$ cat src/rtl/code_lock_pkg.sv
// Shared types and sizing helpers for the serial code lock.
// CODE_LOCK_PROG_EN adds a programmable code register.
package code_lock_pkg;

  typedef enum logic [2:0] {
    IDLE,
    SHIFT,
    CHECK,
    UNLOCKED,
    LOCKOUT
  } state_t;

  localparam int UNLOCK_CYC_DEF  = 16;
  localparam int LOCKOUT_CYC_DEF = 1024;
  localparam int TIMEOUT_CYC_DEF = 255;

  function automatic int tmr_width(
    input int a,
    input int b,
    input int c
  );
    int m;
    m = a;
    if (b > m) m = b;
    if (c > m) m = c;
    return $clog2(m + 1);
  endfunction

  localparam int TMR_W = tmr_width(
    UNLOCK_CYC_DEF, LOCKOUT_CYC_DEF, TIMEOUT_CYC_DEF);

endpackage

$ cat src/rtl/serial_code_lock_ctrl_if.sv
// Serial input / status bundle of the code lock.
// CODE_LOCK_PROG_EN adds prog_en and prog_bit.
interface serial_code_lock_ctrl_if #(
  parameter int FAIL_W = 2
);
  logic              bit_in;
  logic              bit_valid;
  logic              abort;
`ifdef CODE_LOCK_PROG_EN
  logic              prog_en;
  logic              prog_bit;
`endif
  logic              unlock;
  logic              fail_pulse;
  logic              locked_out;
  logic              busy;
  logic [FAIL_W-1:0] fail_count;

`ifdef CODE_LOCK_PROG_EN
  modport master (
    output bit_in, bit_valid, abort,
    output prog_en, prog_bit,
    input  unlock, fail_pulse, locked_out,
    input  busy, fail_count
  );
  modport slave (
    input  bit_in, bit_valid, abort,
    input  prog_en, prog_bit,
    output unlock, fail_pulse, locked_out,
    output busy, fail_count
  );
`else
  modport master (
    output bit_in, bit_valid, abort,
    input  unlock, fail_pulse, locked_out,
    input  busy, fail_count
  );
  modport slave (
    input  bit_in, bit_valid, abort,
    output unlock, fail_pulse, locked_out,
    output busy, fail_count
  );
`endif

endinterface

$ cat src/rtl/code_lock_shreg.sv
// MSB-first shift register, bit counter and code compare.
// word_full flags the shift that completes a word.
module code_lock_shreg #(
  parameter int CODE_LEN = 40
) (
  input  logic                clk,
  input  logic                rst,
  input  logic                clr,
  input  logic                shift_en,
  input  logic                bit_in,
  input  logic [CODE_LEN-1:0] code,
  output logic                word_full,
  output logic                match
);

  localparam int CW = $clog2(CODE_LEN + 1);

  logic [CODE_LEN-1:0] shreg_q, shreg_d;
  logic [CW-1:0]       cnt_q, cnt_d;

  always_comb begin
    shreg_d = shreg_q;
    cnt_d   = cnt_q;
    if (clr) begin
      shreg_d = '0;
      cnt_d   = '0;
    end else if (shift_en) begin
      shreg_d = {shreg_q[CODE_LEN-2:0], bit_in};
      if (cnt_q != CW'(CODE_LEN))
        cnt_d = cnt_q + 1'b1;
    end
  end

  always_ff @(posedge clk or posedge rst) begin
    if (rst) begin
      shreg_q <= '0;
      cnt_q   <= '0;
    end else begin
      shreg_q <= shreg_d;
      cnt_q   <= cnt_d;
    end
  end

  assign word_full = shift_en &&
                     (cnt_q == CW'(CODE_LEN - 1));
  assign match     = (shreg_q == code);

endmodule

$ cat src/rtl/serial_code_lock_ctrl.sv
// Code lock sequencer: FSM, shared cycle timer, fail count.
// CODE_LOCK_PROG_EN enables the programmable code register.
module serial_code_lock_ctrl
  import code_lock_pkg::*;
#(
  parameter int                CODE_LEN    = 40,
  parameter logic [CODE_LEN-1:0] CODE      = 40'hB4_96_A5_C8_11,
  parameter int                MAX_FAIL    = 3,
  parameter int                UNLOCK_CYC  = UNLOCK_CYC_DEF,
  parameter int                LOCKOUT_CYC = LOCKOUT_CYC_DEF,
  parameter int                TIMEOUT_CYC = TIMEOUT_CYC_DEF
) (
  input logic                    clk,
  input logic                    rst,
  serial_code_lock_ctrl_if.slave io
);

  localparam int TW_P = tmr_width(
    UNLOCK_CYC, LOCKOUT_CYC, TIMEOUT_CYC);
  localparam int TW = (TW_P > TMR_W) ? TW_P : TMR_W;
  localparam int FW = $clog2(MAX_FAIL + 1);

  state_t              state_q, state_d;
  logic [TW-1:0]       tmr_q, tmr_d, tmr_inc;
  logic [FW-1:0]       fail_q, fail_d, fail_nx;
  logic [FW-1:0]       fail_out_q, fail_out_d;
  logic                miss_q, miss_d;
  logic                unlock_q, unlock_d;
  logic                fail_pulse_q, fail_pulse_d;
  logic                locked_out_q, locked_out_d;
  logic                busy_q, busy_d;
  logic                shift_en, clr, acc;
  logic                word_full, match;
  logic [CODE_LEN-1:0] code;

`ifdef CODE_LOCK_PROG_EN
  logic [CODE_LEN-1:0] code_q, code_d;
  logic                prog_ok;

  // programming only counts in IDLE once lockout has cleared
  assign prog_ok = (state_q == IDLE) && !locked_out_q &&
                   io.prog_en;
  assign acc     = io.bit_valid && !prog_ok;
  assign code    = code_q;

  always_comb begin
    code_d = code_q;
    if (prog_ok && io.bit_valid)
      code_d = {code_q[CODE_LEN-2:0], io.prog_bit};
  end

  always_ff @(posedge clk or posedge rst) begin
    if (rst) code_q <= CODE;
    else     code_q <= code_d;
  end
`else
  assign acc  = io.bit_valid;
  assign code = CODE;
`endif

  always_comb begin
    state_d  = state_q;
    fail_d   = fail_q;
    miss_d   = 1'b0;
    shift_en = 1'b0;
    tmr_inc  = (&tmr_q) ? tmr_q : tmr_q + 1'b1;
    tmr_d    = tmr_inc;
    fail_nx  = (fail_q == FW'(MAX_FAIL)) ?
               fail_q : fail_q + 1'b1;
    unique case (state_q)
      IDLE: begin
        tmr_d = '0;
        if (acc) begin
          shift_en = 1'b1;
          state_d  = SHIFT;
        end
      end
      SHIFT: begin
        if (io.abort) begin
          state_d = IDLE;
        end else if (io.bit_valid) begin
          shift_en = 1'b1;
          tmr_d    = '0;
          if (word_full) state_d = CHECK;
        end else if (tmr_q == TW'(TIMEOUT_CYC - 1)) begin
          state_d = IDLE;
        end
      end
      CHECK: begin
        if (match) begin
          fail_d  = '0;
          state_d = UNLOCKED;
        end else begin
          miss_d  = 1'b1;
          fail_d  = fail_nx;
          state_d = (fail_nx == FW'(MAX_FAIL)) ?
                    LOCKOUT : IDLE;
        end
      end
      UNLOCKED: begin
        if (tmr_q == TW'(UNLOCK_CYC - 1))
          state_d = IDLE;
      end
      LOCKOUT: begin
        if (tmr_q == TW'(LOCKOUT_CYC - 1)) begin
          fail_d  = '0;
          state_d = IDLE;
        end
      end
      default: state_d = IDLE;
    endcase
    if (state_d != state_q) tmr_d = '0;
  end

  assign clr = (state_d == IDLE);

  // outputs trail the state by one register stage
  always_comb begin
    unlock_d     = (state_q == UNLOCKED);
    locked_out_d = (state_q == LOCKOUT);
    busy_d       = (state_q != IDLE);
    fail_pulse_d = miss_q;
    fail_out_d   = fail_q;
  end

  always_ff @(posedge clk or posedge rst) begin
    if (rst) begin
      state_q      <= IDLE;
      tmr_q        <= '0;
      fail_q       <= '0;
      miss_q       <= 1'b0;
      unlock_q     <= 1'b0;
      fail_pulse_q <= 1'b0;
      locked_out_q <= 1'b0;
      busy_q       <= 1'b0;
      fail_out_q   <= '0;
    end else begin
      state_q      <= state_d;
      tmr_q        <= tmr_d;
      fail_q       <= fail_d;
      miss_q       <= miss_d;
      unlock_q     <= unlock_d;
      fail_pulse_q <= fail_pulse_d;
      locked_out_q <= locked_out_d;
      busy_q       <= busy_d;
      fail_out_q   <= fail_out_d;
    end
  end

  code_lock_shreg #(
    .CODE_LEN (CODE_LEN)
  ) u_shreg (
    .clk       (clk),
    .rst       (rst),
    .clr       (clr),
    .shift_en  (shift_en),
    .bit_in    (io.bit_in),
    .code      (code),
    .word_full (word_full),
    .match     (match)
  );

  assign io.unlock     = unlock_q;
  assign io.fail_pulse = fail_pulse_q;
  assign io.locked_out = locked_out_q;
  assign io.busy       = busy_q;
  assign io.fail_count = fail_out_q;

endmodule

$ cat src/flat_wrapper.sv
// flat-port wrapper written by rule: the top's interface ports become plain ports
module serial_code_lock_ctrl_flat import code_lock_pkg::*;
#(
  parameter int                CODE_LEN    = 40,
  parameter logic [CODE_LEN-1:0] CODE      = 40'hB4_96_A5_C8_11,
  parameter int                MAX_FAIL    = 3,
  parameter int                UNLOCK_CYC  = UNLOCK_CYC_DEF,
  parameter int                LOCKOUT_CYC = LOCKOUT_CYC_DEF,
  parameter int                TIMEOUT_CYC = TIMEOUT_CYC_DEF
)
  (clk, rst, io_bit_in, io_bit_valid, io_abort, io_unlock, io_fail_pulse, io_locked_out, io_busy, io_fail_count);
  serial_code_lock_ctrl_if #(.FAIL_W(2)) io_i ();
  input logic clk;
  input logic rst;
  input wire logic [$bits(io_i.bit_in)-1:0] io_bit_in;
  input wire logic [$bits(io_i.bit_valid)-1:0] io_bit_valid;
  input wire logic [$bits(io_i.abort)-1:0] io_abort;
  output wire logic [$bits(io_i.unlock)-1:0] io_unlock;
  output wire logic [$bits(io_i.fail_pulse)-1:0] io_fail_pulse;
  output wire logic [$bits(io_i.locked_out)-1:0] io_locked_out;
  output wire logic [$bits(io_i.busy)-1:0] io_busy;
  output wire logic [$bits(io_i.fail_count)-1:0] io_fail_count;
  assign io_i.bit_in = io_bit_in;
  assign io_i.bit_valid = io_bit_valid;
  assign io_i.abort = io_abort;
  assign io_unlock = io_i.unlock;
  assign io_fail_pulse = io_i.fail_pulse;
  assign io_locked_out = io_i.locked_out;
  assign io_busy = io_i.busy;
  assign io_fail_count = io_i.fail_count;
  serial_code_lock_ctrl #(.CODE_LEN(CODE_LEN), .CODE(CODE), .MAX_FAIL(MAX_FAIL), .UNLOCK_CYC(UNLOCK_CYC), .LOCKOUT_CYC(LOCKOUT_CYC), .TIMEOUT_CYC(TIMEOUT_CYC)) u_core (.clk(clk), .rst(rst), .io(io_i));
endmodule
$ cat config.mk
export PLATFORM = sky130hd
export DESIGN_NAME = serial_code_lock_ctrl_flat
export DESIGN_NICKNAME = d
export VERILOG_FILES = /design/src/rtl/code_lock_pkg.sv /design/src/rtl/serial_code_lock_ctrl_if.sv /design/src/rtl/code_lock_shreg.sv /design/src/rtl/serial_code_lock_ctrl.sv /design/src/flat_wrapper.sv
export SDC_FILE = /design/constraint.sdc
export NUM_CORES = 1
export LEC_CHECK = 0
export CAP_MARGIN = 20
export CORE_MARGIN = 2
export CORE_UTILIZATION = 38
export CTS_CLUSTER_DIAMETER = 40
export DETAILED_ROUTE_END_ITERATION = 12
export PLACE_DENSITY_LB_ADDON = 0.15
export SYNTH_ARGS = -nofsm -noshare
export SYNTH_HDL_FRONTEND = slang
export SYNTH_SLANG_ARGS = --single-unit
$ cat constraint.sdc
create_clock -name clk -period 5 [get_ports clk]
set_input_delay 1.5 -clock clk [delete_from_list [all_inputs] [get_ports clk]]
set_output_delay 1.5 -clock clk [all_outputs]
set_load 0.02 [all_outputs]
### Word level (Yosys, flattened, before mapping)

Index checks and enable logic that the tools add are counted.

* ROM bits: 0
* memory bits (writable): 0
* output and inout bits: 6
* flip-flop bits (word level): 69
* memories kept: 0
* latch bits: 0

* add/sub/neg operators: 3
* bitwise operators: 0
* mux-type cells: 29
* equal/unequal tests: 14
* $mul: 0
* shift-type cells: 0
* div/mod/pow operators: 0
* reductions and logical operators: 10
* magnitude comparators: 0

Operators with widths (count)
* 2-to-1 mux 40 bit: 2
* 2-to-1 mux 11 bit: 4
* equality test 40 bit (second input constant): 1
* 2-to-1 mux 3 bit: 9
* one-hot mux 11 bit (2 select lines): 1
* 2-to-1 mux 6 bit: 3
* one-hot mux 3 bit (5 select lines): 1
* adder 11 x 1 -> 11 bit (second input constant): 1
* equality test 11 x 10 -> 1 bit (second input constant): 1
* equality test 11 x 4 -> 1 bit (second input constant): 1
* equality test 11 x 8 -> 1 bit (second input constant): 1
* AND reduction 11 bit: 1
* adder 6 x 1 -> 6 bit (second input constant): 1
* equality test 3 x 2 -> 1 bit (second input constant): 2
* equality test 6 bit (second input constant): 1
* zero test 3 bit: 2
* 2-to-1 mux 2 bit: 3
* != test 6 bit (second input constant): 1
* nonzero test 2 bit: 3
* equality test 2 bit (second input constant): 2
* 2-to-1 mux 1 bit: 4
* one-hot mux 2 bit (2 select lines): 1
* AND reduction 2 bit: 2
* equality test 3 x 1 -> 1 bit (second input constant): 1
* 7 further kinds: 7

### Logic depth before layout (Yosys ltp)

Gate-level depths: netlist (run 1).

* word-level depth: 11
* gate-level depth with buffers: 10

### Cells and area by module

A second synthesis (run 1) with hierarchy kept.

* cells, all modules: 345
* area, all modules: 3578.4 um2

Modules (own cells, without submodules)
* code_lock_shreg: seq. area each 1151.1 um2, area each 2368.5 um2, cells an instance 217, times used 1
* serial_code_lock_ctrl: seq. area each 575.6 um2, area each 1209.9 um2, cells an instance 128, times used 1

### Least setup slack after synthesis (run 1)

OpenSTA, ideal clock, no wires.

* path kind: input -> register
* start: input port io_abort
* end: register u_core.tmr_q[4]
* slack: 1819 ps
* arrival: 3070 ps
* required time: 4889 ps
* stages: 8
* cells stage by stage: nand2_1 > and3_1 > clkbuf_1 > a21oi_1 > or4_4 > xor2_1 > buf_2 > a2111oi_2

* longest elaborated chain between the ends: 9
* elaborated cells between the ends (all ways): 11
* those cells by class: 1 x eq/ne; 9 x mux; 1 x reduce/logical

RTL lines
* start: declaration: RTL line flat_wrapper.sv:17 `input wire logic [$bits(io_i.abort)-1:0] io_abort;`
* 2-to-1 mux 1 bit: RTL line serial_code_lock_ctrl.sv:79 `if (io.abort) begin`
* one-hot mux 1 bit (2 select lines): RTL line serial_code_lock_ctrl.sv:70 `unique case (state_q)`
* logical AND 1 bit: RTL line code_lock_shreg.sv:44 `assign word_full = shift_en &&`
* 2-to-1 mux 3 bit: RTL line serial_code_lock_ctrl.sv:84 `if (word_full) state_d = CHECK;`
* 2-to-1 mux 3 bit: RTL line serial_code_lock_ctrl.sv:81 `end else if (io.bit_valid) begin`
* 2-to-1 mux 3 bit (*): RTL line serial_code_lock_ctrl.sv:79
* one-hot mux 3 bit (5 select lines) (*): RTL line serial_code_lock_ctrl.sv:70
* named net u_core.state_d[0]: RTL line serial_code_lock_ctrl.sv:23 `state_t state_q, state_d;`
* != test 3 bit (*): RTL line serial_code_lock_ctrl.sv:112 `if (state_d != state_q) tmr_d = '0;`
* 2-to-1 mux 11 bit (*): RTL line serial_code_lock_ctrl.sv:112
* named net u_core.tmr_d[4]: RTL line serial_code_lock_ctrl.sv:24 `logic [TW-1:0] tmr_q, tmr_d, tmr_inc;`
* end signal: assignment: RTL line serial_code_lock_ctrl.sv:139 `tmr_q <= tmr_d;`
* end: declaration: RTL line serial_code_lock_ctrl.sv:24

The timed path passes the listed nets; every way through them passes the cells marked *.
A chain may end at the register's enable or synchronous reset.

### Worst setup path in the final report (run 1)

* start: input port io_bit_valid
* end: register u_core.tmr_q[1]

* longest elaborated chain between the ends: 10
* elaborated cells between the ends (all ways): 14
* those cells by class: 1 x eq/ne; 12 x mux; 1 x reduce/logical

RTL lines
* start: declaration: RTL line flat_wrapper.sv:16 `input wire logic [$bits(io_i.bit_valid)-1:0] io_bit_valid;`
* 2-to-1 mux 1 bit: RTL line serial_code_lock_ctrl.sv:73, serial_code_lock_ctrl.sv:81
* 2-to-1 mux 1 bit: RTL line serial_code_lock_ctrl.sv:79
* one-hot mux 1 bit (2 select lines): RTL line serial_code_lock_ctrl.sv:70
* logical AND 1 bit: RTL line code_lock_shreg.sv:44
* 2-to-1 mux 3 bit: RTL line serial_code_lock_ctrl.sv:84
* 2-to-1 mux 3 bit: RTL line serial_code_lock_ctrl.sv:81
* 2-to-1 mux 3 bit: RTL line serial_code_lock_ctrl.sv:79
* one-hot mux 3 bit (5 select lines) (*): RTL line serial_code_lock_ctrl.sv:70
* named net u_core.state_d[0]: RTL line serial_code_lock_ctrl.sv:23
* != test 3 bit (*): RTL line serial_code_lock_ctrl.sv:112
* 2-to-1 mux 11 bit (*): RTL line serial_code_lock_ctrl.sv:112
* named net u_core.tmr_d[1]: RTL line serial_code_lock_ctrl.sv:24

Marks and branches as above.

==> results of run 1 <==
[state kept, by name, summed over array words and instances (netlist names)]
signal,cells
u_core.u_shreg.cnt_q,6
u_core.io.busy,1
u_core.io.unlock,1
u_core.io.fail_count,2
u_core.tmr_q,11
u_core.io.fail_pulse,1
u_core.io.locked_out,1
u_core.u_shreg.shreg_q,40
u_core.fail_pulse_d,1
u_core.fail_out_d,2
u_core.state_q,3
[worst max-delay path: stages]
cell and delay, ps:
clkdlybuf4s50_1 480, nand3b_1 200, o41ai_2 210, a21oi_1 90, or4_4 530, xor2_1 730, a2111oi_0 150
[cell usage in the layout (no fill, tap or decap), types with 2 or more instances in the layout]
master / n
and4_1: 4
a31oi_1: 2
a21oi_1: 43
xnor2_1: 6
ha_1: 4
nand2b_1: 3
xor2_1: 6
nand4b_1: 3
or4b_1: 2
nand3b_1: 3
nor3_1: 9
nand3_1: 6
bufinv_16: 2
buf_4: 5
dfrtp_1: 69
inv_1: 6
nor4b_1: 4
nand2_1: 91
clkdlybuf4s50_1: 10
clkinv_4: 2
a211oi_1: 2
and2_1: 3
and3_1: 3
o21ai_0: 5
nand4_1: 5
or3_1: 2
clkbuf_8: 9
nor2_1: 17
[power by group through the flow]
stage          Combinational, mW  Clock (mW)  Sequential (mW)
2_1_floorplan             0.0851           0            0.582
4_1_cts                    0.104       0.522            0.573
3_5_place_dp               0.104           0            0.584
3_3_place_gp               0.104           0            0.584
5_1_grt                    0.116       0.547            0.574
6_report                   0.102       0.508            0.573
[area by class of cell]
| cell class | instances | area (um2) | share of cell area |
|---|---|---|---|
| Multi-Input combinational cell | 242 | 1328 | 0.3716 |
| Timing Repair Buffer | 15 | 137.6 | 0.03853 |
| Clock inverter | 7 | 98.84 | 0.02767 |
| Sequential cell | 69 | 1727 | 0.4834 |
| Tap cell | 105 | 131.4 | 0.03678 |
| Inverter | 7 | 26.28 | 0.007356 |
| Clock buffer | 9 | 123.9 | 0.03468 |
[metrics by stage]
step	cells	total power, mW	setup WS, ps	cell area [um2]	hold slack, ps
2_1_floorplan	337	0.6672	1760	3189	331.2
5_1_grt	454	1.237	1076	3572	375.1
4_1_cts	454	1.200	1258	3572	361.8
3_3_place_gp	438	0.6876	959.4	3349	332.6
3_5_place_dp	438	0.6884	893.0	3349	344.4
6_report	454	1.183	1283	3572	358.1
[final timing paths]
kind | startpoint | endpoint | slack [ps] | depth (start not counted)
max | io_bit_valid | u_core.tmr_q[1] | 1280 | 7
max in group asynchronous | rst | u_core.u_shreg.shreg_q[24] | 2640 | 3
max reg2reg | u_core.u_shreg.shreg_q[29] | u_core.tmr_q[1] | 2190 | 6
min | u_core.fail_pulse_d | u_core.io.fail_pulse | 360 | 0
min reg2reg | u_core.fail_pulse_d | u_core.io.fail_pulse | 360 | 0
min in group asynchronous | rst | u_core.u_shreg.shreg_q[22] | 1610 | 2
[metal layers]
metal | global-route usage | part of all wire | wire length (um)
met2 | 0.2121 | 0.43 | 2737
met4 | 0.06429 | 0.014 | 88
met3 | 0.03320 | 0.030 | 189
met5 | 0 | 0 | 0
met1 | 0.2217 | 0.52 | 3295
[cell families after synthesis]
| logic type | Yosys count | share of synthesized area |
|---|---|---|
| compound gates | 59 | 0.1067 |
| xor+xnor | 12 | 0.03295 |
| fa+ha+maj | 4 | 0.01569 |
| buf+inv | 26 | 0.04237 |
| flops | 69 | 0.5414 |
| mux | 1 | 0.003139 |
| simple gates | 166 | 0.2578 |
==> summary.md, run 1 <==
| Metric | Value |
|---|---|
| Outcome | finished, final reports clean |
| Top cell type's share of synthesized area | 0.5414 |
| Register area share after synthesis | 0.5414 |
| Final wirelength | approximately 6.3 mm |
| Syn_nets | 346 |
| TritonCTS Buffers | 9 |
| NetSw | 0.3085 mW |
| Max_cap viols | 0 |
| Clk slew on worst S/H paths | 70 ps |
| Hold Buf Count CTS | 0 |
| LEAKAGE | 1.464 nW |
| First-pass GRT wire length | 10.61 mm |
| Hold Vio Cnt, Final | 0 |
| Max Clk Rate | 0.2690 GHz |
| Setup Crit Path Kind | input pin to flop |
| Antenna diode count | 0 |
| Most common cell in the netlist | nand2_1 |
| Chip width | 95.61 um |
| P_int | roughly 0.87 mW |
| Row cnt | 33 |
| GRT Total Usage | 0.1507 |
| Power share of the clock group | 0.430 |
| DP Wirelength | approximately 3.9 mm |
| Top post-synthesis cells by area | dfrtp_1 (54%), nand2_1 (11%), a21oi_1 (6.7%) |
| Worst Setup Start Kind | input pin |
| Ys async rst share | 1.000 |
| Mapped cell area | around 3200 um2 |
| Largest net degree at the start of global routing | 47 |
| RSZ-0062 raised after global routing | no |
| GPL Wtd Cong | slightly above 0.8 |
| CP required | 5170 ps |
| Mapped Avg Cell Area | 9.464 um2 |
| Clock sink total | 69 |
| Routed WL per cell | approximately 14 um |
| Synth area leader | dfrtp_1 |
| Clk buf depth | 2 |
| Die Span Y | 95.61 um |
| Port Buffers | 10 |
| Post-synth top flop | dfrtp_1 |
| Initial DRC count | between 100 and 150 |
| Worst-Skew Late Latency | 350 ps |
| IO Count | 11 |
| Synth Warn # | 0 |
| Vias/cell | 5.152 |
| Fin. max-slew vios | 0 |
| Effective utilization at floorplan | 0.3901 |
| Via count | approximately 2300 |
| DRC viols | 0 |
| Initial antenna violation count | 0 |
| CTS Root Cell | clkbuf_8 |
| Final setup violation count | 0 |
| Core footprint | roughly 8200 um2 |
| Vias in the first global route | roughly 2100 |
| Final nets | about 350 |
| Post-synth EDFFs | 0 |
| Fillcell total | 799 |
| VDD IR max | 0.1005 mV |
| Flop and latch count out of synthesis | 69 |
| Tcrit/Tclk final | 0.7435 |
| Share of cells above drive strength 1 | 0.07736 |
| Combinational share of power | 0.086 |
| Library cells used by synthesis | 46 |
| CP arrival | ~3900 ps |
| Setup TNS | 0 ps |
| Post-route ant nets | 0 |
| Seq pwr share | 0.484 |
| Hold Path Class | flop to flop |
| Post-synth top cells | nand2_1 (91), dfrtp_1 (69), a21oi_1 (43) |
| Final setup skew | 10.64 ps |
| Post-Syn Instances | 337 |
| Pwr dens | 331.2 nW/um2 |
| Worst-Margin Slew | 909.1 ps |
| Area grow syn2layout | 12.00% |
| # Post-CTS Setup Buffers | 0 |
| Crit end category | flop |
| Layout Utilization | 0.4369 |
| Total Die Area | 9141 um2 |
| CTS H-tree depth | 3 |
| CTS tree | yes |
| Min Tclk post-route | 3717 ps |
| Switch share | 0.2608 |
| Slew HR | 0.3919 |
| Worst Path Max Fanout | 11 |
| Grt ovf | 0 |
| First-pass DRT Iterations | 4 |
| Post-cts repair resize count | 0 |
No activity file was read; power rests on OpenSTA's default activity.
==> run 2: changes to the inputs <==
==> constraint.sdc (replaced) <==
create_clock -name clk -period 3.3 [get_ports clk]
set_input_delay 0.99 -clock clk [delete_from_list [all_inputs] [get_ports clk]]
set_output_delay 0.99 -clock clk [all_outputs]
set_load 0.02 [all_outputs]
==> summary.md, run 2 (synthesized netlist as in run 1, its figures left out) <==
| Metric | Value |
|---|---|
| Buf+Inv Stages, Crit Path | 1 |
| Most common cell after layout, fill and taps aside | nand2_1 |
| CP max stage delay | 540 ps |
| TritonCTS Buffers | 9 |
| Die Span Y | 95.61 um |
| Crit path cell chain | clkdlybuf4s50_1 -> nand3b_1 -> o41ai_2 -> a21oi_1 -> or4_4 -> xor2_2 -> nor3_1 |
| Register with the most flip-flops | u_core.u_shreg.shreg_q |
| Worst-Margin Slew | 572.7 ps |
| RSZ-0062 raised after global routing | no |
| Setup Crit Path Kind | input pin to flop |
| Share of cells above drive strength 1 | 0.08262 |
| GPL Wtd Cong | 0.7543 |
| Setup TNS | 0 ps |
| Min Tclk post-route | roughly 2800 ps |
| LEAKAGE | 1.467 nW |
| Top Family by Delay on Critical Path | simple AND/OR/NAND/NOR gates |
| Via count | 2351 |
| IO Count | 11 |
| Final wirelength | between 6 and 7 mm |
| Hold Path Class | flop to flop |
| Max Clk Rate | around 0.35 GHz |
| Slew HR | 0.6179 |
| Pre-CTS WS | -202.6 ps |
| Core footprint | 8175 um2 |
| Design area | 3588 um2 |
| CP max stage cell | or4_4 |
| Max_cap viols | 0 |
| Chip width | 95.61 um |
| Clock sink total | 69 |
| Worst Path Max Fanout | 11 |
| Largest net degree at the start of global routing | 70 |
| Final setup skew | ~10 ps |
| CP arrival | between 3000 and 4000 ps |
| CTS Root Cell | clkbuf_8 |
| DP Area | 3390 um2 |
| Worst setup margin | 462.7 ps |
| Row cnt | 33 |
| Pwr dens | approximately 480 nW/um2 |
| Vias in the first global route | 2256 |
| Routed WL per cell | 13.91 um |
| Initial antenna violation count | 0 |
| VDD IR max | about 0.17 mV |
| CTS H-tree depth | 3 |
| First-pass GRT wire length | 10.89 mm |
| Top flop regs | u_core.u_shreg.shreg_q x40, u_core.tmr_q x11, u_core.u_shreg.cnt_q x6 |
| DRC viols | 0 |
| Fin. max-slew vios | 0 |
| Vias/cell | 5.156 |
| Port Buffers | 10 |
| Total Die Area | 9141 um2 |
| Grt ovf | 0 |
| Seq. cell area | 1727 um2 |
| CTS tree | yes |
| Max FFs per register | 40 |
| Multi-input gate area | 1335 um2 |
| Initial DRC count | 126 |
| Worst-Skew Late Latency | 350 ps |
| Antenna diode count | 0 |
| Hold Vio Cnt, Final | 0 |
| Final setup violation count | 0 |
| Effective utilization at floorplan | 0.3901 |
| Commonest non-fill, non-tap cells in the layout | nand2_1 (91), dfrtp_1 (69), a21oi_1 (43) |
| Worst Setup Start Kind | input pin |
| Layout Utilization | 0.4389 |
| Final nets | 355 |
| CP required | 3500 ps |
| DP Wirelength | 3.778 mm |
| Post-route ant nets | 0 |
| Clk slew on worst S/H paths | roughly 70 ps |
| First-pass DRT Iterations | 4 |
| Outcome | finished, final reports clean |
| Clk buf depth | 2 |
| Tcrit/Tclk final | 0.8598 |
| Pwr Total | 1.714 mW |
| Crit end category | flop |
| Area grow syn2layout | 12.51% |
| Fillcell total | 785 |
| GRT Total Usage | 0.1543 |
## run 2: what timing repair did
| item | in CTS | in global routing |
|---|---|---|
| gates resized for setup | 0 | 1 |
| endpoints found under the setup margin | 0 | 1 |
| hold endpoints to repair | 0 | 0 |
| hold buffers | 0 | 0 |
| buffers inserted | 0 | 0 |
## run 2: metal layers
| metal | vias up | track usage | share of wire |
|---|---|---|---|
| li1 | 1166 | - | - |
| met1 | 1145 | 0.2202 | 0.52 |
| met2 | 30 | 0.2209 | 0.43 |
| met3 | 10 | 0.03399 | 0.025 |
| met4 | 0 | 0.07500 | 0.021 |
| met5 | - | 0 | 0 |
## run 2: worst paths after layout
kind                                             from                    to  cells after the start  slack (ps)
max reg2reg                u_core.u_shreg.shreg_q[29]       u_core.tmr_q[1]                      6         580
min in group asynchronous                         rst       u_core.tmr_q[7]                      3        1020
max in group asynchronous                         rst     u_core.state_q[1]                      3        1960
min reg2reg                       u_core.fail_pulse_d  u_core.io.fail_pulse                      0         350
max                                      io_bit_valid      u_core.tmr_q[10]                      7         460
min                               u_core.fail_pulse_d  u_core.io.fail_pulse                      0         350
## run 2: area by class of cell
| class | instances | share of cell area |
|---|---|---|
| inverter | 7 | 0.007322 |
| sequential | 69 | 0.4812 |
| multi-input combinational | 242 | 0.3720 |
| timing repair buffer | 17 | 0.04951 |
| clock inverter | 6 | 0.01778 |
| clock buffer | 10 | 0.03556 |
| tap | 105 | 0.03661 |
## run 2: worst register-to-register path: cells and delay by family, from the launching register on
family           cells  cell delay, ps
AO/OA/AOI/OAI        1             490
flip-flops           1             400
AND/OR/NAND/NOR      5            1710
## run 2: power by group
part	switching (mW)	leakage, nW	internal (mW)
Combinational	0.117	0.427	0.0497
Clock	0.330	0.0923	0.348
Sequential	0.0128	0.948	0.857
Total	0.460	1.47	1.25
## run 2: per-stage QoR
step | instances | hold WS (ps)
floorplan | 337 | 331.2
CTS | 456 | 359.1
detailed placement | 440 | 342.6
finish | 456 | 353.3
global route | 456 | 366.6
global placement | 440 | 332.3
==> run 3: changes to the inputs <==
--- a/config.mk
+++ b/config.mk
@@ -10,6 +10,7 @@
 export CORE_UTILIZATION = 38
 export CTS_CLUSTER_DIAMETER = 40
 export DETAILED_ROUTE_END_ITERATION = 12
+export DONT_BUFFER_PORTS = 1
 export PLACE_DENSITY_LB_ADDON = 0.15
 export SYNTH_ARGS = -nofsm -noshare
 export SYNTH_HDL_FRONTEND = slang
==> summary.md, run 3 (synthesized netlist as in run 1, its figures left out) <==
| Metric | Value |
|---|---|
| Crit end category | flop |
| Register with the most flip-flops | u_core.u_shreg.shreg_q |
| Grt ovf | 0 |
| Vias in the first global route | 2214 |
| Port Buffers | 0 |
| CP required | 3490 ps |
| Via count | 2348 |
| Fin. max-slew vios | 0 |
| Area grow syn2layout | 8.984% |
| IO Count | 11 |
| Core footprint | 8175 um2 |
| Vias/cell | 5.300 |
| Post-cts repair resize count | 0 |
| DRC viols | 0 |
| Effective utilization at floorplan | 0.3901 |
| Min Tclk post-route | 2766 ps |
| Commonest non-fill, non-tap cells in the layout | nand2_1 (91), dfrtp_1 (69), a21oi_1 (43) |
| VDD IR max | between 0.2 and 0.25 mV |
| Initial DRC count | 139 |
| Final setup violation count | 0 |
| Most common cell after layout, fill and taps aside | nand2_1 |
| GPL Wtd Cong | approximately 0.76 |
| # Post-CTS Setup Buffers | 0 |
| Final setup skew | around 12 ps |
| Post-route ant nets | 0 |
| Max_cap viols | 0 |
| Clk buf depth | 2 |
| LEAKAGE | around 1.4 nW |
| Max Clk Rate | roughly 0.36 GHz |
| Routed WL per cell | 14.00 um |
| Pwr Total | 1.735 mW |
| Clk slew on worst S/H paths | 80 ps |
| CTS Root Cell | clkbuf_8 |
| Setup Crit Path Kind | flop to flop |
| First-pass GRT wire length | 10.74 mm |
| Outcome | finished, final reports clean |
| Worst Path Max Fanout | 11 |
| Total Die Area | 9141 um2 |
| Antenna diode count | 0 |
| Tcrit/Tclk final | 0.8383 |
| Pre-CTS WS | 318.9 ps |
| DP Wirelength | between 3 and 4 mm |
| Row cnt | 33 |
| Pwr dens | 499.0 nW/um2 |
| CP arrival | just under 3000 ps |
| RSZ-0062 raised after global routing | no |
| Setup TNS | 0 ps |
| CTS tree | yes |
| Hold Path Class | flop to flop |
| Slew HR | 0.4084 |
| Worst setup margin | 533.6 ps |
| Worst-Skew Late Latency | 350 ps |
| Share of cells above drive strength 1 | 0.07692 |
| Clock sink total | 69 |
| Hold Vio Cnt, Final | 0 |
| First-pass DRT Iterations | 4 |
| Hold_ws | 353.2 ps |
| TritonCTS Buffers | 9 |
| Fillcell total | 813 |
| Chip width | 95.61 um |
| GRT Total Usage | 0.1520 |
| CTS H-tree depth | 3 |
| Worst Setup Start Kind | flop |
| DP Area | around 3300 um2 |
| Final wirelength | 6.204 mm |
| Hold Buf Count CTS | 0 |
| Max FFs per register | 40 |
| Design area | 3476 um2 |
| Final nets | 342 |
| Worst-Margin Slew | 884.4 ps |
| Top flop regs | u_core.u_shreg.shreg_q x40, u_core.tmr_q x11, u_core.u_shreg.cnt_q x6 |
| Die Span Y | 95.61 um |
| Largest net degree at the start of global routing | 70 |
| Initial antenna violation count | 0 |
## run 3: changes by cell type in the layout (fill, tap and decap cells not counted), sizes merged
cell and change:
clkdlybuf4s50 -10, clkinv -1, buf -3, inv +1
## run 3: power breakdown
part	internal (mW)	switching [mW]
combinational	0.0376	0.109
clock	0.375	0.342
sequential	0.857	0.0146
total	1.27	0.466
## run 3: layout make-up
| class | instances | area, um2 | area share |
|---|---|---|---|
| Tap cell | 105 | 131.4 | 0.03780 |
| Clock inverter | 6 | 71.32 | 0.02052 |
| Timing Repair Buffer | 4 | 55.05 | 0.01584 |
| Sequential cell | 69 | 1727 | 0.4968 |
| Inverter | 7 | 26.28 | 0.007559 |
| Clock buffer | 10 | 137.6 | 0.03960 |
| Multi-Input combinational cell | 242 | 1328 | 0.3819 |
## run 3: worst max-delay path, stage by stage (launching register included)
cell and delay (ps):
dfrtp_1 450, or4_1 540, nor2_1 100, a21boi_0 150, or4_4 520, xor2_1 710
nor3_1 150
## run 3: final timing paths
kind | start | to | slack, ps | cells after the start
worst max-delay path | u_core.tmr_q[5] | u_core.tmr_q[3] | 530 | 6
worst min-delay path | u_core.fail_pulse_d | u_core.io.fail_pulse | 350 | 0
min in group asynchronous | rst | u_core.tmr_q[6] | 600 | 2
worst min register to register | u_core.fail_pulse_d | u_core.io.fail_pulse | 350 | 0
worst max register to register | u_core.tmr_q[5] | u_core.tmr_q[3] | 530 | 6
max in group asynchronous | rst | u_core.u_shreg.shreg_q[12] | 2410 | 2
## run 3: metrics by stage
step                utilization  std cells
finish                   0.4252        443
global placement         0.3996        427
detailed placement       0.3996        427
global route             0.4252        443
CTS                      0.4252        443
floorplan                     -        337
## run 3: layer usage
metal	wire length [um]	up-vias	GRT usage
li1	-	1145	-
met1	3241	1157	0.2179
met2	2664	40	0.2174
met3	209	6	0.03953
met4	89	0	0.06190
met5	0	-	0
